File: src/rtl/chip8_fb_pkg.sv
// chip8_fb_pkg: framebuffer geometry shared with the display scan, plus blitter state encodings
package chip8_fb_pkg;
  localparam int FB_AW = 9;
  localparam int FB_DW = 16;
  localparam int LORES_WPR = 4;
  localparam int HIRES_WPR = 8;
  localparam int LORES_W = 64;
  localparam int LORES_H = 32;
  localparam int HIRES_W = 128;
  localparam int HIRES_H = 64;
  typedef enum logic [3:0] {IDLE, FETCH, RD0, WR0, RD1, WR1, NEXT, DONE, CLR} blitState_t;
endpackage

File: src/rtl/sprite_align.sv
// sprite_align: shifts a sprite byte onto the 16-bit word grid and XORs it into one framebuffer word
module sprite_align
  import chip8_fb_pkg::*;
(
  input  logic [7:0]       sprByte,
  input  logic [3:0]       shift,
  input  logic             right,
  input  logic [FB_DW-1:0] oldWord,
  output logic [FB_DW-1:0] newWord,
  output logic             hit
);
  logic [23:0]      aligned;
  logic [FB_DW-1:0] pattern;
  always_comb begin
    aligned = {sprByte, 16'h0} >> shift;
    pattern = right ? {aligned[7:0], 8'h0} : aligned[23:8];
    newWord = oldWord ^ pattern;
    hit = |(oldWord & pattern);
  end
endmodule

File: src/rtl/sprite_blitter.sv
// sprite_blitter: Chip-8 DXYN/00E0 draw engine; define SPRITE_WRAP_EN for SCHIP edge wrap instead of clipping
module sprite_blitter
  import chip8_fb_pkg::*;
(
  input  logic             clk,
  input  logic             reset,
  input  logic             hires,
  input  logic             start,
  input  logic             clear,
  input  logic [7:0]       sprX,
  input  logic [6:0]       sprY,
  input  logic [3:0]       sprRows,
  input  logic [11:0]      sprBase,
  output logic [11:0]      memAddr,
  input  logic [7:0]       memData,
  output logic [FB_AW-1:0] fbAddr,
  input  logic [FB_DW-1:0] fbRdData,
  output logic [FB_DW-1:0] fbWrData,
  output logic             fbWe,
  output logic             busy,
  output logic             done,
  output logic             collision
);
  blitState_t       state;
  logic [6:0]       x0, rowSum;
  logic [5:0]       y0, row;
  logic [3:0]       rows, r;
  logic [11:0]      base;
  logic [7:0]       spr;
  logic [FB_AW-1:0] w0, w1;
  logic [FB_DW-1:0] newWord;
  logic             rowClip, twoWords, hit, unused;
  sprite_align align (.sprByte(spr), .shift(x0[3:0]), .right(state == WR1), .oldWord(fbRdData), .newWord, .hit);
  always_comb begin
    rowSum = {1'b0, y0} + {3'b0, r};
    row = hires ? rowSum[5:0] : {1'b0, rowSum[4:0]};
    w0 = hires ? {row, x0[6:4]} : {2'b0, row[4:0], x0[5:4]};
    w1 = hires ? {row, x0[6:4] + 3'd1} : {2'b0, row[4:0], x0[5:4] + 2'd1};
`ifdef SPRITE_WRAP_EN
    rowClip = 1'b0;
    twoWords = x0[3:0] > 4'd8;
`else
    rowClip = rowSum + 7'd1 >= (hires ? 7'(HIRES_H) : 7'(LORES_H));
    twoWords = x0[3:0] > 4'd8 && !(hires ? &x0[6:4] : &x0[5:4]);
`endif
    fbWe = state == WR0 || state == WR1 || state == CLR;
    fbWrData = (state == WR0 || state == WR1) ? newWord : '0;
    busy = state != IDLE;
    done = state == DONE;
    unused = ^{sprX[7], sprY[6], rowSum[6]};
  end
  always_ff @(posedge clk) begin
    if (reset) begin
      state <= IDLE;
      memAddr <= '0;
      fbAddr <= '0;
      collision <= 1'b0;
      x0 <= '0;
      y0 <= '0;
      rows <= '0;
      r <= '0;
      base <= '0;
      spr <= '0;
    end else begin
      case (state)
        IDLE: if (start) begin
          x0 <= hires ? sprX[6:0] : {1'b0, sprX[5:0]};
          y0 <= hires ? sprY[5:0] : {1'b0, sprY[4:0]};
          rows <= sprRows;
          base <= sprBase;
          memAddr <= sprBase;
          r <= '0;
          fbAddr <= '0;
          if (!clear) collision <= 1'b0;
          state <= clear ? CLR : sprRows == 4'd0 ? NEXT : FETCH;
        end
        FETCH: begin
          fbAddr <= w0;
          state <= RD0;
        end
        RD0: begin
          spr <= memData;
          state <= WR0;
        end
        WR0: begin
          collision <= collision | hit;
          if (twoWords) fbAddr <= w1;
          state <= twoWords ? RD1 : NEXT;
        end
        RD1: state <= WR1;
        WR1: begin
          collision <= collision | hit;
          state <= NEXT;
        end
        NEXT: if (rows == 4'd0 || r + 4'd1 == rows || rowClip) state <= DONE;
        else begin
          r <= r + 4'd1;
          memAddr <= base + {8'h0, r + 4'd1};
          state <= FETCH;
        end
        CLR: begin
          fbAddr <= fbAddr + 9'd1;
          if (&fbAddr) state <= DONE;
        end
        DONE: state <= IDLE;
        default: state <= IDLE;
      endcase
    end
  end
endmodule

File: config.mk
export PLATFORM = sky130hd
export DESIGN_NAME = sprite_blitter
export DESIGN_NICKNAME = d
export VERILOG_FILES = /design/src/rtl/chip8_fb_pkg.sv /design/src/rtl/sprite_align.sv /design/src/rtl/sprite_blitter.sv
export SDC_FILE = /design/constraint.sdc
export NUM_CORES = 1
export LEC_CHECK = 0
export BUFFER_PORTS_ARGS = -buffer_cell sky130_fd_sc_hd__buf_2
export CAP_MARGIN = 15
export CORE_ASPECT_RATIO = 1.1
export CORE_MARGIN = 2
export CORE_UTILIZATION = 50
export DETAILED_ROUTE_END_ITERATION = 10
export GPL_ROUTABILITY_DRIVEN = 0
export PLACE_DENSITY = 0.74
export REMOVE_ABC_BUFFERS = 1
export SETUP_SLACK_MARGIN = 0.1
export SLEW_MARGIN = 20
export SYNTH_ARGS = -nofsm -noshare
export SYNTH_HDL_FRONTEND = slang
export SYNTH_HIERARCHICAL = 1
export SYNTH_SLANG_ARGS = --single-unit
File: constraint.sdc
create_clock -name clk -period 4.2 [get_ports clk]
set_clock_uncertainty 0.1 [all_clocks]
set_input_delay 0 -clock clk [delete_from_list [all_inputs] [get_ports clk]]
set_output_delay 0 -clock clk [all_outputs]
set_load 0.005 [all_outputs]
; ---- After elaboration in Yosys (flattened, before gate mapping)
; Cells that the tools add are included.
[op_classes]
n_addsub = 7
order_cmp = 2
n_eq_ne = 14
shift = 1
muxes = 28
n_bitwise = 3
reduce_logical = 23
[ops]
columns = operator, n
row1 = 9-bit two-way mux, 4
row2 = 9-bit case mux with 4 select lines, 1
row3 = 16-bit two-way mux, 2
row4 = 4-bit case mux with 8 select lines, 1
row5 = 12-bit two-way mux, 2
row6 = 12-bit case mux with 2 select lines, 1
row7 = 24-bit by 4-bit >> shifter with 24-bit output, 1
row8 = 4-bit two-way mux, 5
row9 = 16-bit AND, 1
row10 = "4-bit by 3-bit equality test with 1-bit output, second input constant", 4
row11 = 16-bit OR reduction, 1
row12 = 16-bit XOR, 1
row13 = 7-bit two-way mux, 2
row14 = 12-bit by 4-bit adder with 12-bit output, 1
row15 = 4-bit zero test, 3
row16 = 6-bit two-way mux, 2
row17 = 3-bit AND reduction, 4
row18 = "9-bit by 1-bit adder with 9-bit output, second input constant", 1
row19 = 9-bit AND reduction, 1
row20 = "4-bit by 2-bit equality test with 1-bit output, second input constant", 2
row21 = "2-bit inequality test, second input constant", 4
row22 = 4-bit case mux with 2 select lines, 1
row23 = 4-bit nonzero test, 2
row24 = 6-bit by 4-bit adder with 7-bit output, 1
row25 = other kinds (21), 30
[totals]
regBits = 67
input_bits = 60
out_inout_bits = 41
wordCells = 88

; ---- Longest topological paths before layout
; Gate-level depths: netlist (run 1).
[logic_depth]
depth_word = 6
depth_mapped = 15
mapped_depth_nobuf = 14

; ---- Hierarchy
; The synthesis (run 1) kept the hierarchy.
[by_module_without_submodules]
columns = module, instances, cells_each, area_each_um2, seq_area_each_um2
row1 = sprite_blitter, 1, 484, 3854.9, 1341.3
row2 = sprite_align, 1, 94, 743.2, 0.0

; ---- Least setup slack after synthesis (run 1)
; OpenSTA, ideal clock, no wires.
[synth_path]
kind = reg2reg
start = reg r[0]
end = reg r[2]
setup_ps = 121
arrival_ps = 3200
required_ps = 3979
slack_ps = 779
stages_incl_launch_ff = 15
path_buffers = 0
period_less_slack_ps = 3421
cell_sequence = dfxtp_1 > ha_1 > fa_1 > a21o_1 > a21oi_4 > mux2_4 > nand3_1 > o21ai_0 > ha_1 > nor2b_1 > nor3_1 > o211ai_2 > a31oi_4 > nand2_1 > mux2_4
[synth_via]
elab_chain_len = 6
word_cells_on_any_way = 11
cone_classes = 3 x add/sub / 1 x order compare / 2 x eq/ne / 2 x mux / 3 x reduce/logical
[synth_lines]
columns = item, line
row1 = from (decl), sprite_blitter.sv:27  ; logic [3:0] rows, r;
row2 = from (signal assigned), sprite_blitter.sv:97  ; r <= r + 4'd1;
row3 = 6-bit by 4-bit adder with 7-bit output / 4-bit by 1-bit adder with 4-bit output (equally long branches), "sprite_blitter.sv:35, sprite_blitter.sv:95, sprite_blitter.sv:97"
row4 = 7-bit by 1-bit adder with 7-bit output / 4-bit equality test (equally long branches), "sprite_blitter.sv:43, sprite_blitter.sv:95"
row5 = 7-bit >= comparator / 1-bit logical OR (equally long branches), "sprite_blitter.sv:43, sprite_blitter.sv:95"
row6 = 1-bit logical OR, sprite_blitter.sv:95  ; NEXT: if (rows == 4'd0 || r + 4'd1 == rows || rowClip) state <= DONE;
row7 = 2-bit inequality test (no line), -
row8 = 3-bit AND reduction (no line), -
; Parallel ways exist; a longest one is shown, timed or not. The select of a mux whose other input is x is not followed.
; A chain may end at the register's enable or synchronous reset.

; ---- Worst setup path in the final report (run 1)
[layout_path]
start = reg r[0]
end = reg memAddr[0]
[layout_via]
elab_chain_len = 6
word_cells_on_any_way = 12
cone_classes = 4 x add/sub / 1 x order compare / 2 x eq/ne / 2 x mux / 3 x reduce/logical
[layout_lines]
columns = item, line
row1 = 6-bit by 4-bit adder with 7-bit output / 4-bit by 1-bit adder with 4-bit output (equally long branches), "sprite_blitter.sv:35, sprite_blitter.sv:95, sprite_blitter.sv:98"
row2 = 7-bit by 1-bit adder with 7-bit output / 4-bit equality test (equally long branches), "sprite_blitter.sv:43, sprite_blitter.sv:95"
row3 = 7-bit >= comparator / 1-bit logical OR (equally long branches), "sprite_blitter.sv:43, sprite_blitter.sv:95"
row4 = 1-bit logical OR, sprite_blitter.sv:95
row5 = 2-bit inequality test (no line), -
row6 = 3-bit AND reduction (no line), -
row7 = to (signal assigned), sprite_blitter.sv:71  ; memAddr <= sprBase;
row8 = to (signal assigned), sprite_blitter.sv:98  ; memAddr <= base + {8'h0, r + 4'd1};
row9 = to (decl), sprite_blitter.sv:14  ; output logic [11:0] memAddr,
; Parallel ways exist; a longest one is shown, timed or not. The select of a mux whose other input is x is not followed.

==> results of run 1 <==
-- synth_stat cells (all sizes together) (2+ instances only) --
cell type | n | area share (%)
mux2 | 5 | 1.5
mux2i | 24 | 5.3
nor2 | 34 | 3.3
a21oi | 57 | 6.5
a21o | 5 | 0.82
or3 | 6 | 0.82
o211ai | 4 | 0.76
buf | 17 | 2.3
and3 | 12 | 1.6
o311a | 4 | 0.87
a31oi | 2 | 0.60
and2 | 17 | 2.3
nand2 | 110 | 9.0
o21a | 2 | 0.33
a311o | 2 | 0.44
a31o | 4 | 0.76
nand3 | 18 | 2.1
o221ai | 6 | 1.4
a211o | 5 | 0.95
nand2b | 6 | 0.82
fa | 2 | 0.87
xnor2 | 14 | 2.7
o21ai | 32 | 3.5
o21bai | 2 | 0.33
a211oi | 2 | 0.33
nand3b | 4 | 0.65
a22oi | 5 | 0.82
nand4 | 2 | 0.27
ha | 31 | 8.4
nor4 | 6 | 0.82
o22ai | 9 | 1.5
dfxtp | 67 | 29
nor3b | 3 | 0.49
clkbuf | 17 | 1.4
a22o | 2 | 0.38
nor2b | 4 | 0.60
xor2 | 4 | 0.76
nor3 | 9 | 0.98
or2 | 3 | 0.41
inv | 10 | 0.82
-- state kept, by name (all words and copies together), names as in the netlist, 4 cells and up --
register	flops
r	4
y0	6
state	4
memAddr	12
fbAddr	9
rows	4
base	12
x0	7
spr	8
-- per-stage QoR --
step | utilization, % | power (µW) | instances | hold slack, ps
3_3_place_gp | 57.3 | 1570 | 762 | 142
6_report | 63.7 | 2090 | 818 | 46.0
3_5_place_dp | 57.3 | 1600 | 762 | 150
2_1_floorplan | - | 1340 | 544 | -30.9
4_1_cts | 63.7 | 2090 | 818 | 28.4
5_1_grt | 63.7 | 2240 | 818 | 50.6
-- report_power, final --
group          internal (µW)  switching (µW)
Combinational            332             437
Clock                    209             251
Sequential               734             127
-- worst register-to-register path, cell delays in order (launching register included) --
cell and delay, ps:
sky130_fd_sc_hd__dfxtp_1 370, sky130_fd_sc_hd__ha_1 240, sky130_fd_sc_hd__fa_1 420, sky130_fd_sc_hd__a21o_1 210, sky130_fd_sc_hd__a21oi_4 190, sky130_fd_sc_hd__mux2_4 350
sky130_fd_sc_hd__nand3_1 90, sky130_fd_sc_hd__o21ai_0 100, sky130_fd_sc_hd__ha_1 300, sky130_fd_sc_hd__nor2b_1 130, sky130_fd_sc_hd__nor3_1 210, sky130_fd_sc_hd__o211ai_2 160
sky130_fd_sc_hd__a31oi_4 350, sky130_fd_sc_hd__buf_4 230, sky130_fd_sc_hd__o21ai_0 90, sky130_fd_sc_hd__o311a_1 170
-- layer usage --
metal  part of all wire [%]  vias to the layer above
li1                       -                     2302
met1                     41                     2115
met2                     51                      154
met3                    5.6                       28
met4                    2.2                        0
met5                      0                        -
-- worst min path at each step --
stage | cells past startpoint | endpoint | slack (ps)
CTS | 3 | state[2] | 30
global route | 3 | state[1] | 50
floorplan | 1 | base[0] | -30
global placement | 3 | spr[6] | 140
finish | 3 | state[2] | 50
detailed placement | 3 | spr[2] | 150
-- kinds of logic (layout without fill, tap and decap cells) --
group	Yosys count	in the layout	share of synthesized area [%]
simple gates	238	238	25.0
compound gates	148	148	21.4
flops	67	67	29.2
buf+inv	44	170	4.46
fa+ha+maj	33	33	9.31
mux	29	29	6.78
xor+xnor	19	19	3.92
-- cell usage in the layout (no fill, tap or decap), types with 17 or more instances in the layout --
master / count
sky130_fd_sc_hd__and2_1: 17
sky130_fd_sc_hd__buf_2: 98
sky130_fd_sc_hd__nand2_1: 110
sky130_fd_sc_hd__ha_1: 31
sky130_fd_sc_hd__a21oi_1: 55
sky130_fd_sc_hd__dfxtp_1: 67
sky130_fd_sc_hd__o21ai_0: 24
sky130_fd_sc_hd__dlygate4sd3_1: 41
sky130_fd_sc_hd__mux2i_1: 23
sky130_fd_sc_hd__nand3_1: 17
sky130_fd_sc_hd__nor2_1: 32
-- final cells by class --
cell class	count	area (µm²)
Fill cell	811	3240
Multi-Input combinational cell	467	3050
Sequential cell	67	1340
Timing Repair Buffer	145	946
Tap cell	114	143
Clock buffer	10	128
Inverter	10	37.5
Clock inverter	5	31.3
-- timing repair --
action	in CTS	in global routing
gates resized for setup	0	0
hold endpoints to repair	51	0
setup endpoints to repair	0	0
hold buffers	41	0
==> flow_results.org, run 1 <==
** Place
- Timing analysis after detailed placement gives a worst setup slack of 414 ps.
- Once detailed placement completed, the half-perimeter wirelength came to 8710 µm.
- After detailed placement, the total cell area comes to 5110 µm².
- In this run the tool buffered the top-level ports with 98 buffer cells.

** Clock tree
- The root buffer cell chosen for the clock tree is sky130_fd_sc_hd__clkbuf_8.
- For this design, the sink count on the clock tree is 67.
- The longest clock path from root to sink contains 2 buffers.
- The H-tree was split into 3 levels.
- TritonCTS clock tree :: done
- Clock Latency Late Sink :: 350 ps
- Count of buffers added by post-CTS timing repair for setup :: 0
- Clock transition at the register clock pins on the worst setup and hold paths after CTS :: 80 ps
- Number of buffers created by CTS :: 9

** Synthesis
- Dominant synthesized flop cell :: sky130_fd_sc_hd__dfxtp_1
- Count of synthesis-stage warnings from yosys :: 6
- Post-synthesis cell type count :: 68
- Post-Syn Area :: 4600 µm²
- After technology mapping, the gate count stands at 578.
- Post-synthesis sequential area ratio :: 29.2%
- Count of flip-flops with a built-in enable after synthesis :: 0
- The synthesized design contains 67 register bits.
- Async SR Flop Fraction :: 0%
- Mean post-synth cell area :: 7.96 µm²

** Floorplan
- I/O Pins :: 101
- Core Box Area :: 8920 µm²
- The die covers 9980 µm².
- Die width :: 95.4 µm
- For this configuration, the core starts out at a cell density of 51.6%.
- DIE HEIGHT :: 105 µm
- Number of standard-cell rows in the floorplan :: 36

** Run status
- The flow ran to the end, and the final reports show no timing, DRC or antenna violations.

** Timing
- Normalized max-slew margin :: 33.7%
- Summed over all failing endpoints, the final setup total negative slack is 0 ps.
- Timing would allow up to 0.263 GHz.
- The max-slew violation count was 0.
- The final critical path takes up 90.6% of the cycle.
- Final setup violating endpoints :: 0
- Fin crit period :: 3810 ps
- Setup repair after global routing left no endpoint under its margin.
- After layout, the worst setup slack is 394 ps.
- The final-report hold violation count came to 0.
- Least-Margin Pin Slew :: 994 ps

** Min path
- The worst hold path begins at start.
- The worst hold path belongs to the class in2reg.

** Critical path
- The startpoint identified for the worst register-to-register timing path is r[0].
- The critical path runs through a total of 15 cells.
- The worst setup path is launched from a flip-flop.
- Crit path max-delay cell type :: sky130_fd_sc_hd__fa_1
- Worst Setup End Kind :: flip-flop
- Setup CP Type :: reg2reg
- The endpoint identified for the worst register-to-register timing path is memAddr[0].
- For this run, the slowest stage of the critical path takes 420 ps.
- The critical path goes through ha_1 > fa_1 > a21o_1 > a21oi_4 > mux2_4 > nand3_1 > o21ai_0 > ha_1 > nor2b_1 > nor3_1 > o211ai_2 > a31oi_4 > buf_4 > o21ai_0 > o311a_1.
- For the worst setup path, the data arrival time is 3950 ps.
- In this run the worst setup path terminates at memAddr[0].
- At the worst endpoint, the required time is 4340 ps.
- In this run the worst setup path begins at r[0].
- Number of buffers and inverters on the critical path :: 1
- Grouping stages by cell kind, the critical path spends the most delay in compound AO/OA/AOI/OAI gates.
- Slack of the worst reg-to-reg path :: 390 ps
- Maximum fanout along the worst path :: 10
- For the worst flop-to-flop path, the logic depth is 15.

** Final layout
- Antenna diode count :: 0
- At the end of the flow, the number of nets in the layout was 793.
- Cells with a size suffix above 1 make up 20.0% of the layout.
- From synthesis to final layout, the design area changed by 23.5%.
- Final instance area :: 5680 µm²

** Routing
- Drt first pass iters :: 5
- After detailed routing, the number of remaining DRC violations is 0.
- The routed layout has 4599 vias.
- Routed wire length :: 12300 µm
- Dividing the detail-routed wire length by the instance count gives 15.0 µm.
- In this run the remaining antenna-violating nets after routing total 0.
- The first routing iteration left 198 violations.
- In the routed layout, each cell is associated on average with a via count of 5.62.

** Job
- Max-Cap Viols :: 0

** Global route
- The via count of the first global-routing pass was 4350.
- Most crowded layer after global routing :: met2
- Antenna violations before repair :: 0
- Grt met3 use :: 4.61%
- Global-route wire length before repair :: 19700 µm
- Global routing used 44.2% of the available met2 tracks.
- Maximum number of pins on one net before global-route repair :: 58
- Summed over all layers, the global routing overflow is 0.
- For this run, global-route usage on met1 was measured as 28.2%.
- Global routing used 24.6% of the available tracks across all layers.

** Pwr
- Power per cell area :: 368 nW/µm²
- In this run the static leakage power is 0.00250 µW.
- IR analysis of the VDD net gives a maximum drop of 246 µV.
No activity file was read; power rests on OpenSTA's default activity.
==> run 2, diff against run 1 <==
--- a/config.mk
+++ b/config.mk
@@ -8,7 +8,7 @@
 export BUFFER_PORTS_ARGS = -buffer_cell sky130_fd_sc_hd__buf_2
 export CAP_MARGIN = 15
 export CORE_ASPECT_RATIO = 1.1
-export CORE_MARGIN = 2
+export CORE_MARGIN = 5
 export CORE_UTILIZATION = 50
 export DETAILED_ROUTE_END_ITERATION = 10
 export GPL_ROUTABILITY_DRIVEN = 0
==> run 2 against run 1 <==
  * Critical path depth shrank 1
  * Sequential share of layout area fell by 0.45 points
  * Die area is 12% higher
  * Fmax rose by 1.7%
  * Cell area grew 1.9%
  * Wire length rose by 2.6%
  * Sequential power about the same
  * Power rose by 5.0%
  * Non-clock buffer count up 6
  * Sequential cell count did not move
  * Combinational power up 0.7%
  * Via count is 0.74% higher
==> flow_results.org, run 2 (same netlist as run 1, synthesis figures left out) <==
** Final layout
- Final instance area :: 5790 µm² (was 5680 µm²)
- Sequential cell area :: 1340 µm² (unchanged)
- Largest registers ranked by flip-flop count: base (12), memAddr (12), fbAddr (9) (unchanged).
- The number of fillers in the final layout is 810 (was 811).
- Area taken by multi-input logic gates :: 3050 µm² (unchanged)
- Commonest non-fill, non-tap cells in the layout :: sky130_fd_sc_hd__nand2_1 (110), sky130_fd_sc_hd__buf_2 (98), sky130_fd_sc_hd__dfxtp_1 (67) (unchanged)
- The diode insertion count for antenna repair was 0 (unchanged).
- Fin util :: 64.9% (was 63.7%)
- The area added between synthesis and finish is 25.9% (was 23.5%).
- The net count of the finished layout was 799 (was 793).
- The fraction of final layout cells sized beyond drive strength 1 came to 20.4% (was 20.0%).
- Most frequent standard cell in the layout excluding fill and tap cells :: sky130_fd_sc_hd__nand2_1 (unchanged)

** Timing
- Period utilization :: 89.1% (was 90.6%)
- Total negative setup slack :: 0 ps (unchanged)
- Fin crit period :: 3740 ps (was 3810 ps)
- Hold Vio Cnt, Final :: 0 (unchanged)
- Maximum operating frequency :: 0.267 GHz (was 0.263 GHz)
- The final count of negative-setup-slack endpoints was 0 (unchanged).
- Unrepaired setup endpoints after global routing: no (unchanged).
- Slew Viols, Final :: 0 (unchanged)
- Normalized max-slew margin :: 34.6% (was 33.7%)
- The actual transition at the worst max-transition pin came to 981 ps (was 994 ps).

** Routing
- Vias per Instance :: 5.62 (about the same)
- Routed wire length :: 12600 µm (was 12300 µm)
- The detailed router's first-iteration violation count is 315 (was 198).
- The number of iterations in the first detailed-routing pass is 5 (unchanged).
- Count of antenna-violating nets left after detailed routing :: 0 (unchanged)
- Total vias in the final route :: 4633 (was 4599)
- The total DRC errors in the routed layout is 0 (unchanged).
- The per-cell routed wire length came to 15.2 µm (was 15.0 µm).

** Place
- The number of I/O port buffers came to 98 (unchanged).
- The placed wire-length estimate after detailed placement is 8830 µm (was 8710 µm).
- Placement-stage cell area :: 5100 µm² (was 5110 µm²)

** Critical path
- Maximum fanout along the worst path :: 7 (was 10)
- Setup crit start kind :: flip-flop (unchanged)
- The critical register-to-register path endpoint is r[2] (was memAddr[0]).
- The startpoint of the most critical register-to-register path is r[0] (unchanged).
- Worst Setup End Kind :: flip-flop (unchanged)
- Slack of the worst reg-to-reg path :: 460 ps (was 390 ps)
- Worst Setup SP :: r[0] (unchanged)
- The type of the setup path with the least slack is reg2reg (unchanged).
- CP required :: 4330 ps (was 4340 ps)
- Worst endpoint data arrival time :: 3880 ps (was 3950 ps)
- Number of cell instances on the worst register-to-register path :: 14 (was 15)
- The worst setup path endpoint was r[2] (was memAddr[0]).

** Pwr
- Worst-case vdd ir drop :: 236 µV (was 246 µV)
- Power per cell area :: 379 nW/µm² (was 368 nW/µm²)
- The static power due to leakage came to 0.00256 µW (was 0.00250 µW).

** Global route
- The largest net degree at the start of global routing was 58 (unchanged).
- Antenna violations before repair :: 0 (unchanged)
- The all-layer global routing usage is 22.5% (was 24.6%).
- The remaining global-route overflow was 0 (unchanged).
- Global-route wire length before repair :: 20800 µm (was 19700 µm)
- The via count of the first global-routing pass is 4530 (was 4350).

** Clock tree
- The total number of H-tree levels is 3 (unchanged).
- Root buffer cell :: sky130_fd_sc_hd__clkbuf_8 (unchanged)
- The TritonCTS buffer count is 9 (unchanged).
- Resized cells post-CTS :: 0 (unchanged)
- TritonCTS clock tree :: done (unchanged)
- Sinks on Clock Net :: 67 (unchanged)
- Clock Latency Late Sink :: 360 ps (was 350 ps)
- The clock transition at the registers of the reported paths came to 80 ps (about the same).
- Longest Clk Path Bufs :: 2 (unchanged)

** Run status
- Status :: finished, final reports clean (unchanged)

** Floorplan
- The core footprint came to 8920 µm² (unchanged).
- Number of standard-cell rows in the floorplan :: 36 (unchanged)
- Initial core utilization :: 51.6% (unchanged)
- The chip height came to 111 µm (was 105 µm).
- The area of the die came to 11200 µm² (was 9980 µm²).
- Die width :: 101 µm (was 95.4 µm)
- I/O Pins :: 101 (unchanged)

** Job
- Max-Cap Viols :: 0 (unchanged)

** Min path
- The path category of the worst min-delay check is in2reg (unchanged).
run 2: cell types whose count changed in the layout (fill, tap and decap cells not counted):
cell / change
sky130_fd_sc_hd__buf_12: +1
sky130_fd_sc_hd__bufinv_16: +1
sky130_fd_sc_hd__clkinvlp_4: -1
sky130_fd_sc_hd__dlygate4sd3_1: +3
sky130_fd_sc_hd__clkbuf_8: +2
sky130_fd_sc_hd__clkinv_2: -1
sky130_fd_sc_hd__buf_4: +2
run 2: worst max-delay path, stage by stage, from the launching register on:
cell and delay, ps:
sky130_fd_sc_hd__dfxtp_1 380, sky130_fd_sc_hd__ha_1 240, sky130_fd_sc_hd__fa_1 410, sky130_fd_sc_hd__a21o_1 210
sky130_fd_sc_hd__a21oi_4 200, sky130_fd_sc_hd__mux2_4 350, sky130_fd_sc_hd__nand3_1 80, sky130_fd_sc_hd__o21ai_0 90
sky130_fd_sc_hd__ha_1 300, sky130_fd_sc_hd__nor2b_1 130, sky130_fd_sc_hd__nor3_1 240, sky130_fd_sc_hd__o211ai_2 170
sky130_fd_sc_hd__a31oi_4 310, sky130_fd_sc_hd__nand2_1 120, sky130_fd_sc_hd__mux2_4 300
run 2: what timing repair did:
| item | CTS | global route |
|---|---|---|
| hold endpoints to repair | 51 | 8 |
| buffers inserted | 0 | 3 |
| hold buffers | 43 | 1 |
| endpoints found under the setup margin | 0 | 1 |
run 2: worst min-delay path by stage:
| stage | start | end | slack (ps) | cells after the start |
|---|---|---|---|---|
| after floorplan | reset | base[0] | -30 | 1 |
| after CTS | start | state[2] | 20 | 3 |
| after global placement | memData[2] | spr[2] | 140 | 3 |
| after detailed placement | sprX[3] | x0[3] | 150 | 3 |
| after global routing | start | state[2] | 40 | 3 |
| final | start | state[2] | 40 | 3 |
run 2: where the power goes:
group	switching [µW]	leakage, µW	total, µW	internal, µW
logic	438	0.00191	774	336
clock network	253	0.000106	559	306
registers	126	0.000547	860	734
run 2: area by class of cell:
class                   count  area share (%)
flip-flops and latches     67            23.2
inverters                  10           0.649
repair buffers            151            17.5
multi-input cells         467            52.7
clock buffers              12            2.68
clock inverters             4           0.843
well taps                 114            2.46
run 2: through the flow:
stage,hold slack [ps],power [µW],instances,setup slack [ps]
floorplan,-30.9,1340,544,638
CTS,18.1,2190,820,361
global placement,142,1570,761,536
detailed placement,150,1600,761,403
finish,38.3,2190,825,456
global route,38.7,2350,825,156
run 2: metal layers:
metal / global-route usage, % / vias up / wire length (µm)
met2: 41.2 / 141 / 6500
met1: 25.9 / 2159 / 5110
met3: 4.35 / 16 / 789
met5: 0 / - / 0
met4: 6.12 / 0 / 166
li1: - / 2317 / -
==> run 3, diff against run 2 <==
==> constraint.sdc (replaced) <==
create_clock -name clk -period 4.4 [get_ports clk]
set_clock_uncertainty 0.1 [all_clocks]
set_input_delay 0 -clock clk [delete_from_list [all_inputs] [get_ports clk]]
set_output_delay 0 -clock clk [all_outputs]
set_load 0.005 [all_outputs]
==> run 3 against run 2 <==
  * Sequential cell count unchanged
  * Die area unchanged
  * Combinational power decreased by 4.7%
  * Cell count decreased by 0.97%
  * Power decreased by 5.9%
  * Non-clock buffer count decreased by 6
  * Register-to-register slack about the same
  * Critical path type unchanged
==> flow_results.org, run 3 (same netlist as run 1, synthesis figures left out) <==
** Timing
- Unrepaired setup endpoints after global routing: no (unchanged).
- Maximum operating frequency :: 0.253 GHz (was 0.267 GHz)
- Period utilization :: 89.9% (was 89.1%)
- Least-Margin Pin Slew :: 1070 ps (was 981 ps)
- The remaining max-slew budget at the tightest pin was 28.6% (was 34.6%).
- Total negative setup slack :: 0 ps (unchanged)
- Fin crit period :: 3960 ps (was 3740 ps)
- Crit path setup slack, layout :: 445 ps (was 456 ps)
- Final setup violating endpoints :: 0 (unchanged)
- Hold Vio Cnt, Final :: 0 (unchanged)
- Slew Viols, Final :: 0 (unchanged)

** Clock tree
- Clock transition at the register clock pins on the worst setup and hold paths after CTS :: 70 ps (was 80 ps)
- Root buffer cell :: sky130_fd_sc_hd__clkbuf_8 (unchanged)
- The number of cells upsized or downsized after cts came to 0 (unchanged).
- The count of clock tree sinks is 67 (unchanged).
- Hold-fix buffers at CTS :: 43 (unchanged)
- Clock Latency Late Sink :: 350 ps (was 360 ps)
- The TritonCTS clock tree is done (unchanged).
- The total number of H-tree levels was 3 (unchanged).
- The setup fix buffers added after clock tree synthesis is 0 (unchanged).
- The TritonCTS buffer count came to 9 (unchanged).
- Longest Clk Path Bufs :: 2 (unchanged)

** Pwr
- The power density over cell area was 361 nW/µm² (was 379 nW/µm²).
- The worst ir drop on vdd came to 224 µV (was 236 µV).
- The static power due to leakage was 0.00251 µW (was 0.00256 µW).

** Critical path
- The element type at the critical path start was a flip-flop (unchanged).
- Reg-to-reg critical path endpoint :: r[2] (unchanged)
- Maximum fanout along the worst path :: 17 (was 7)
- Worst Setup End Kind :: flip-flop (unchanged)
- The type of the setup path with the least slack is reg2reg (unchanged).
- Slack of the worst reg-to-reg path :: 440 ps (was 460 ps)
- The signal arrival time at the worst endpoint was 4100 ps (was 3880 ps).
- Number of cell instances on the worst register-to-register path :: 14 (unchanged)
- The startpoint of the most critical register-to-register path was r[0] (unchanged).
- The required time at the endpoint of the critical path was 4540 ps (was 4330 ps).

** Min path
- The launch instance of the worst min-delay path is start (unchanged).
- Hold Crit Depth :: 3 (unchanged)
- Worst Hold Endpoint :: state[2] (unchanged)
- Class of the most critical hold timing path :: in2reg (unchanged)

** Global route
- Global routing usage summed across all routing layers :: 22.6% (was 22.5%)
- Antenna violations before repair :: 0 (unchanged)
- The remaining global-route overflow came to 0 (unchanged).
- Number of global-route vias before repair :: 4573 (was 4530)
- Maximum number of pins on one net before global-route repair :: 58 (unchanged)
- Global-route wire length before repair :: 21000 µm (was 20800 µm)

** Place
- Number of placed instances, taps included :: 760 (was 761)
- The worst slack at placement was 510 ps (was 403 ps).
- The number of I/O port buffers came to 98 (unchanged).
- The placed wire-length estimate after detailed placement came to 8930 µm (was 8830 µm).

** Floorplan
- Die area :: 11200 µm² (unchanged)
- The width of the chip came to 101 µm (unchanged).
- Number of standard-cell rows in the floorplan :: 36 (unchanged)
- The core footprint came to 8920 µm² (unchanged).
- The effective utilization at floorplan was 51.6% (unchanged).
- The chip height was 111 µm (unchanged).
- The top-level I/O count was 101 (unchanged).

** Routing
- The total DRC errors in the routed layout came to 0 (unchanged).
- Routed wire per std cell :: 15.5 µm (was 15.2 µm)
- Routed wire length :: 12700 µm (was 12600 µm)
- The total number of vias is 4673 (was 4633).
- The detailed router's first-iteration violation count is 213 (was 315).
- Vias per Instance :: 5.72 (was 5.62)
- Count of antenna-violating nets left after detailed routing :: 0 (unchanged)
- The number of iterations in the first detailed-routing pass is 5 (unchanged).

** Final layout
- Largest registers ranked by flip-flop count :: base (12), memAddr (12), fbAddr (9) (unchanged)
- The number of non-filler instances in the completed layout is 817 (was 825).
- The diode insertion count for antenna repair came to 0 (unchanged).
- Final-stage net count :: 793 (was 799)
- The number of fillers in the final layout came to 767 (was 810).
- The final design utilization was 64.0% (was 64.9%).
- Layout overhead on the synthesized area :: 24.1% (was 25.9%)
- Share of post-route cells with drive strength above 1 :: 19.6% (was 20.4%)
- Most frequent standard cell in the layout excluding fill and tap cells :: sky130_fd_sc_hd__nand2_1 (unchanged)
- Commonest non-fill, non-tap cells in the layout :: sky130_fd_sc_hd__nand2_1 (110), sky130_fd_sc_hd__buf_2 (98), sky130_fd_sc_hd__dfxtp_1 (67) (unchanged)

** Job
- Max-Cap Viols :: 0 (unchanged)

** Run status
- Status :: finished, final reports clean (unchanged)
[run 3: changes by cell type in the layout (fill, tap and decap cells not counted)]
cell                            before  now
sky130_fd_sc_hd__buf_4               8    4
sky130_fd_sc_hd__clkinv_4            1    0
sky130_fd_sc_hd__clkbuf_8           11   10
sky130_fd_sc_hd__buf_12              1    0
sky130_fd_sc_hd__dlygate4sd3_1      44   43
[run 3: layout make-up]
| type | instances | area [µm²] | share of cell area [%] |
|---|---|---|---|
| clock buffers | 11 | 141 | 2.48 |
| clock inverters | 3 | 40.0 | 0.702 |
| inverters | 10 | 37.5 | 0.658 |
| multi-input cells | 467 | 3050 | 53.5 |
| flip-flops and latches | 67 | 1340 | 23.5 |
| well taps | 114 | 143 | 2.50 |
| repair buffers | 145 | 951 | 16.7 |
[run 3: where the power goes]
group / total, µW / internal, µW / switching (µW)
logic: 738 / 319 / 419
registers: 823 / 701 / 122
clock network: 502 / 269 / 232
[run 3: per-layer routing]
metal  GRT usage (%)  vias to the layer above  wire length (µm)
met1            26.8                     2184              5120
li1                -                     2301                 -
met3            4.41                       20               820
met5               0                        -                 0
met2            40.6                      168              6570
met4            6.47                        0               182
[run 3: through the flow]
stage	instance area, µm²	power (µW)	hold slack [ps]
after global routing	5710	2200	37.2
final	5710	2060	44.7
after CTS	5710	2060	28.6
after floorplan	4430	1280	-30.9
after global placement	5090	1500	142
after detailed placement	5090	1530	149
[run 3: worst max-delay path by stage]
stage                     from   end  slack (ps)
final                     r[0]  r[2]         440
after global routing      r[0]  r[2]         150
after CTS                 r[0]  r[2]         450
after detailed placement  r[0]  r[2]         510
after global placement    r[0]  r[2]         610
after floorplan           r[0]  r[2]         840
[run 3: critical path: stages (launching register included)]
cell,delay (ps)
sky130_fd_sc_hd__dfxtp_1,380
sky130_fd_sc_hd__ha_1,240
sky130_fd_sc_hd__fa_1,430
sky130_fd_sc_hd__a21o_1,220
sky130_fd_sc_hd__a21oi_4,190
sky130_fd_sc_hd__mux2_4,350
sky130_fd_sc_hd__nand3_1,80
sky130_fd_sc_hd__o21ai_0,100
sky130_fd_sc_hd__ha_1,300
sky130_fd_sc_hd__nor2b_1,130
sky130_fd_sc_hd__nor3_1,210
sky130_fd_sc_hd__o211ai_2,160
sky130_fd_sc_hd__a31oi_4,480
sky130_fd_sc_hd__nand2_1,160
sky130_fd_sc_hd__mux2_4,320
